<file path="src/rtl/shift_unit_seq.sv">
// Multi-cycle shifter: SLL/SRL/SRA/ROTR by a run-time amount, up to STEP bits per clock.
// Start/Done handshake; Busy stays high from the accepting edge until the edge that raises Done.
module shift_unit_seq #(
  parameter int WIDTH   = 32,
  parameter int SHAMT_W = $clog2(WIDTH),
  parameter int STEP    = 1
) (
  input  logic               Clk,
  input  logic               Reset,
  input  logic               Start,
  input  logic [1:0]         Op,
  input  logic [WIDTH-1:0]   DataIn,
  input  logic [SHAMT_W-1:0] Shamt,
  output logic               Busy,
  output logic               Done,
  output logic [WIDTH-1:0]   DataOut
);

  typedef enum logic {S_IDLE, S_SHIFT} state_t;

  localparam logic [1:0] OP_SLL = 2'b00;
  localparam logic [1:0] OP_SRL = 2'b01;
  localparam logic [1:0] OP_SRA = 2'b10;

  // One extra bit so that STEP and WIDTH themselves are representable.
  localparam logic [SHAMT_W:0] STEP_W  = (SHAMT_W+1)'(STEP);
  localparam logic [SHAMT_W:0] WIDTH_W = (SHAMT_W+1)'(WIDTH);

  state_t             state_q, state_d;
  logic [WIDTH-1:0]   acc_q, acc_d;
  logic [SHAMT_W-1:0] rem_q, rem_d;
  logic [1:0]         op_q, op_d;
  logic               done_q, done_d;
  logic [WIDTH-1:0]   dout_q, dout_d;

  logic [SHAMT_W:0]   rem_ext;
  logic [SHAMT_W:0]   k;
  logic [WIDTH-1:0]   shifted;

  // Step size is min(STEP, Rem), so the final step may be partial.
  always_comb begin
    rem_ext = {1'b0, rem_q};
    k       = (rem_ext > STEP_W) ? STEP_W : rem_ext;
    case (op_q)
      OP_SLL:  shifted = acc_q << k;
      OP_SRL:  shifted = acc_q >> k;
      OP_SRA:  shifted = WIDTH'($signed(acc_q) >>> k);
      default: shifted = (acc_q >> k) | (acc_q << (WIDTH_W - k));
    endcase
  end

  always_comb begin
    state_d = state_q;
    acc_d   = acc_q;
    rem_d   = rem_q;
    op_d    = op_q;
    done_d  = 1'b0;
    dout_d  = dout_q;
    case (state_q)
      S_IDLE: begin
        if (Start) begin
          acc_d   = DataIn;
          rem_d   = Shamt;
          op_d    = Op;
          state_d = S_SHIFT;
        end
      end
      default: begin
        if (rem_q != '0) begin
          acc_d = shifted;
          rem_d = rem_q - k[SHAMT_W-1:0];
        end else begin
          dout_d  = acc_q;
          done_d  = 1'b1;
          state_d = S_IDLE;
        end
      end
    endcase
  end

  always_ff @(posedge Clk) begin
    if (Reset) begin
      state_q <= S_IDLE;
      acc_q   <= '0;
      rem_q   <= '0;
      op_q    <= '0;
      done_q  <= 1'b0;
      dout_q  <= '0;
    end else begin
      state_q <= state_d;
      acc_q   <= acc_d;
      rem_q   <= rem_d;
      op_q    <= op_d;
      done_q  <= done_d;
      dout_q  <= dout_d;
    end
  end

  assign Busy    = (state_q == S_SHIFT);
  assign Done    = done_q;
  assign DataOut = dout_q;

endmodule

</file>
<file path="config.mk">
export PLATFORM = sky130hd
export DESIGN_NAME = shift_unit_seq
export DESIGN_NICKNAME = d
export VERILOG_FILES = /design/src/rtl/shift_unit_seq.sv
export SDC_FILE = /design/constraint.sdc
export NUM_CORES = 1
export LEC_CHECK = 0
export ABC_AREA = 1
export BUFFER_PORTS_ARGS = -buffer_cell sky130_fd_sc_hd__buf_2
export CAP_MARGIN = 40
export CORE_MARGIN = 5
export CORE_UTILIZATION = 44
export CTS_CLUSTER_SIZE = 8
export DETAILED_ROUTE_END_ITERATION = 8
export PLACE_DENSITY = 0.66
export SKIP_LAST_GASP = 1
export SLEW_MARGIN = 20
export SYNTH_ARGS = -nofsm -noshare
export SYNTH_HDL_FRONTEND = slang
export SYNTH_SLANG_ARGS = --single-unit
export TNS_END_PERCENT = 50
</file>
<file path="constraint.sdc">
create_clock -name Clk -period 2.1 [get_ports Clk]
set_input_delay 0 -clock Clk [delete_from_list [all_inputs] [get_ports Clk]]
set_output_delay 0 -clock Clk [all_outputs]
set_load 0.01 [all_outputs]
</file>
# Yosys cells after proc, flatten, opt, wreduce, memory -nomap -nowiden
# Index checks and enable logic that the tools add are counted.
[word_totals]
regBits = 73
input_bits = 42
output_inout_bits = 34
word_cells = 38
[op_classes]
addsub = 2
n_lt_le_gt_ge = 1
eq_ne = 3
n_shift = 4
n_mux = 12
bitwise_logic = 3
reduce_logical = 7
[op_table]
columns = ["operator", "n"]
rows = [
  ["two-way mux 32 bit", 3],
  ["case mux 32 bit (3 select lines)", 1],
  ["OR 32 bit", 1],
  ["left shift 32 x 5 -> 32 bit", 1],
  ["left shift 32 x 6 -> 32 bit", 1],
  ["right shift 32 x 5 -> 32 bit", 1],
  [">>> shifter 32 x 5 -> 32 bit", 1],
  ["two-way mux 5 bit", 4],
  ["AND reduction 2 bit", 3],
  ["subtractor 6 x 5 -> 6 bit, first input constant", 1],
  ["greater-than comparator 5 x 1 -> 1 bit, second input constant", 1],
  ["nonzero test 5 bit", 1],
  ["subtractor 5 bit", 1],
  ["two-way mux 1 bit", 4],
  ["equality test 2 x 1 -> 1 bit, second input constant", 1],
  ["equality test 2 bit, second input constant", 1],
  ["logical NOT 2 bit", 1],
  ["!= test 2 x 1 -> 1 bit, second input constant", 1],
  ["inverter 1 bit", 2],
  ["nonzero test 2 bit", 1],
  ["OR reduction 2 bit", 1],
]

# Longest topological paths before layout
[logic_depth]
depth_word = 8
depth_mapped = 16
ltp_nobuf = 13

# Worst setup path after synthesis
# No wires, ideal clock.
[synth_timing]
path_type = "register to register"
start = "register rem_q[2]"
end = "register acc_q[13]"
setup_ns = 0.070
arrival_ns = 2.197
required_time_ns = 2.030
slack_ns = -0.167
stages_incl_launch_ff = 17
n_path_buf = 3
synth_period_minus_slack_ns = 2.267
cell_sequence = "dfxtp_1 > nor2_8 > nand2_2 > nor2_4 > buf_4 > ha_1 > clkbuf_1 > inv_1 > clkbuf_1 > nand3_1 > nand3_1 > nand2_1 > nand2_1 > nand2_1 > nand2_1 > nand2_1 > a21oi_1"
[synth_via]
elab_chain_len = 8
word_cells_on_any_way = 14
classes_between = "add/sub (1); order compare (1); eq/ne (1); shift (4); mux (4); bitwise (1); reduce/logical (2)"
[synth_lines]
columns = ["item", "line_no", "source"]
rows = [
  ["from (decl)", "31", "logic [SHAMT_W-1:0] rem_q, rem_d;"],
  ["from (signal assigned)", "92", "rem_q <= rem_d;"],
  ["greater-than comparator 5 x 1 -> 1 bit", "43", "k = (rem_ext > STEP_W) ? STEP_W : rem_ext;"],
  ["two-way mux 5 bit", "43", ""],
  ["subtractor 6 x 5 -> 6 bit", "48", "default: shifted = (acc_q >> k) | (acc_q << (WIDTH_W - k));"],
  ["left shift 32 x 6 -> 32 bit", "48", ""],
  ["OR 32 bit", "48", ""],
  ["case mux 32 bit (3 select lines)", "44", "case (op_q)"],
  ["two-way mux 32 bit", "69", "if (rem_q != '0) begin"],
  ["two-way mux 32 bit", "59", "case (state_q)"],
  ["to (signal assigned)", "84", "acc_q <= '0;"],
  ["to (signal assigned)", "91", "acc_q <= acc_d;"],
  ["to (decl)", "30", "logic [WIDTH-1:0] acc_q, acc_d;"],
]
# Parallel ways exist; a longest one is shown, timed or not. The select of a mux whose other input is x is not followed.
# A chain may end at the register's enable or synchronous reset.

# Final worst setup path
[layout_timing]
start = "register rem_q[0]"
end = "register acc_q[15]"
# The elaborated chain is that of the path after synthesis.

==> impl_metrics.py <==
metrics = {
    "status": {
        "status": "finished with violations",
        "failed_checks": "negative hold slack",
    },
    "sta": {
        "worst_pin_slew_ns": 0.522,
        "min_period_ns": 1.96,
        "hold_violations": 1,
        "rsz0062_at_grt": "true",
        "period_share_pct": 93.5,
        "fmax_mhz": 509,
        "drv_slew": 0,
        "finClkSkew_ns": 0.00528,
        "relSlewSlack_pct": 65.0,
        "setup_viol": 0,
        "worst_hold_slack_ns": -0.000259,
        "setup_tns_ns": 0,
    },
    "logic_synthesis": {
        "ys_warn_count": 0,
        "synth_area_leaders": "dfxtp_1 (33%), nand2_1 (16%), o21ai_0 (8.3%)",
        "synth_enable_flop_cells": 0,
        "synth_cell_types": 41,
        "postSynthCellCount": 685,
        "synthFlopType": "dfxtp_1",
        "ys_ff_latch": 73,
        "yosysTopAreaCellShare_pct": 33.1,
        "syn_nets": 729,
        "synthArstFlopShare_pct": 0,
        "yosysSeqAreaShare_pct": 33.1,
        "yosysTopAreaCell": "dfxtp_1",
        "yosysMostFrequentCell": "nand2_1",
        "synthesis.area_sq_um": 4420,
        "yosys-top-cells-count": "nand2_1 (185), dfxtp_1 (73), o21ai_0 (73)",
        "avgSynthCellArea_sq_um": 6.45,
    },
    "floorplan": {
        "die_h_um": 110,
        "start_util_pct": 45.2,
        "dieWidth_um": 110,
        "core_sq_um": 9770,
        "num_rows": 36,
        "ios": 76,
        "die_area_sq_um": 12100,
    },
    "route": {
        "drc": 0,
        "drt_first_iter_violations": 506,
        "dr.pass1.iters": 5,
        "viasPerCell": 5.46,
        "totalWireLength_um": 15700,
        "antenna_left": 0,
        "wl_per_cell_um": 17.1,
        "num_vias": 5029,
    },
    "global_routing": {
        "grt_pass1_vias": 4810,
        "grt_pass1_wl_um": 24800,
        "antenna_found_initial": 0,
        "grt_max_degree": 39,
        "overflow": 0,
        "groute.usage.overall_pct": 27.0,
    },
    "cts": {
        "numClockSinks": 73,
        "cts_buffer_depth": 2,
        "ctsRootBufferMaster": "clkbuf_8",
        "cts_tree": "yes",
        "path_clk_slew_ns": 0.08,
        "worstSkewPairLatency_ns": 0.37,
        "cts_buffers": 9,
        "htreeDepth": 3,
    },
    "worst_setup_path": {
        "arrival_ns": 2.27,
        "critPathMaxFanout": 11,
        "cp_data_required_time_ns": 2.41,
        "end_kind": "flip-flop",
        "critPathKind": "reg2reg",
        "r2r_start": "rem_q[0]",
        "start_kind": "flip-flop",
        "critPathLaunch": "rem_q[0]",
    },
    "placement": {
        "placed_area_sq_um": 4970,
        "dp_hpwl_um": 11300,
        "gp_congestion": 0.935,
        "portBuffers": 75,
    },
    "final_layout": {
        "finalInstanceArea_sq_um": 5460,
        "final_util_pct": 55.8,
        "seqCellArea_sq_um": 1460,
        "fin_nets": 827,
        "antenna_cells": 0,
        "fill_cells": 1022,
        "drive_above_1_share_pct": 19.5,
        "multi_input_area_sq_um": 2530,
        "synthToLayoutAreaGrowth_pct": 23.5,
    },
    "power": {
        "leakage_nw": 2.58,
        "power_density_nw_per_um2": 949,
        "total_power_w": 0.00518,
        "ir_drop_mv": 0.368,
    },
    "worst_hold_path": {
        "hold_path.class": "in2reg",
        "min_from": "DataIn[18]",
    },
    "run": {
        "maxCapViolCount": 0,
    },
}
cells by family after synthesis:
kind of cell    Yosys count  synth area share, %
fa+ha+maj                 2                0.566
compound gates          189                 23.9
flops                    73                 33.1
buf+inv                  98                 9.77
other cells               1               0.0849
simple gates            322                 32.6
routing by layer:
layer  GRT usage [%]  vias to the layer above  wire (um)
met5               0                        -          0
met4            9.59                        0        341
met3            4.37                       26       1120
met2            42.7                      199       7110
met1            37.3                     2321       7160
li1                -                     2483          -
per-stage QoR:
step | cells | setup slack, ns
floorplan | 685 | 0.0180
finish | 921 | 0.135
global route | 921 | -0.0172
CTS | 917 | 0.0582
global placement | 878 | 0.116
detailed placement | 878 | 0.0809
report_power, final:
part	internal, W	switching, W
registers	0.00156	0.000120
clock network	0.000585	0.000586
logic	0.000805	0.00153
total	0.00295	0.00223
flip-flops by register name, indices dropped and copies added, names as in the netlist:
signal,cells
Busy,1
op_q,2
DataOut,32
acc_q,32
Done,1
rem_q,5
worst max-delay path, stage by stage (launching register included):
cell,delay [ns]
dfxtp_1,0.35
nor2_4,0.17
nand2_2,0.09
nor2_4,0.13
ha_2,0.23
nand2_4,0.08
nor2_8,0.18
buf_4,0.20
nand3_1,0.09
a21oi_1,0.18
o21bai_1,0.08
a21oi_1,0.11
final cells by class:
class                      instances  share of cell area, %
tap                              133                   3.05
inverter                          54                   3.81
timing repair buffer             131                   16.2
clock buffer                      10                   2.52
clock inverter                     6                   1.22
sequential                        73                   26.8
multi-input combinational        514                   46.3
cell usage in the layout, fill, tap and decap left out, drive strengths merged, types with 2 or more instances in the layout:
cell type / synthesis / layout
dfxtp: 73 / 73
o221a: 4 / 4
o211ai: 8 / 8
inv: 53 / 54
dlygate4sd3: 0 / 23
o221ai: 2 / 2
nor2: 60 / 60
or2: 10 / 10
nand2: 190 / 190
nand4: 5 / 5
o31ai: 5 / 5
buf: 29 / 108
a21oi: 56 / 56
o21ai: 98 / 98
a211oi: 8 / 8
a221oi: 2 / 2
ha: 2 / 2
clkinv: 1 / 5
clkbuf: 15 / 10
nand3: 56 / 56
what timing repair did:
action                                  in CTS  in global routing
hold endpoints to repair                    23                  0
endpoints found under the setup margin       0                 13
gates resized for setup                      0                  8
hold buffers                                23                  0
setup buffers                                0                  4
worst paths after layout:
| path | end | slack [ns] | cells after the start |
|---|---|---|---|
| worst min-delay path | acc_q[18] | -0.0003 | 5 |
| worst max register to register | acc_q[15] | 0.14 | 11 |
| worst min register to register | acc_q[15] | 0.47 | 2 |
| worst max-delay path | acc_q[15] | 0.14 | 11 |
(Power assumes the default switching activity.)
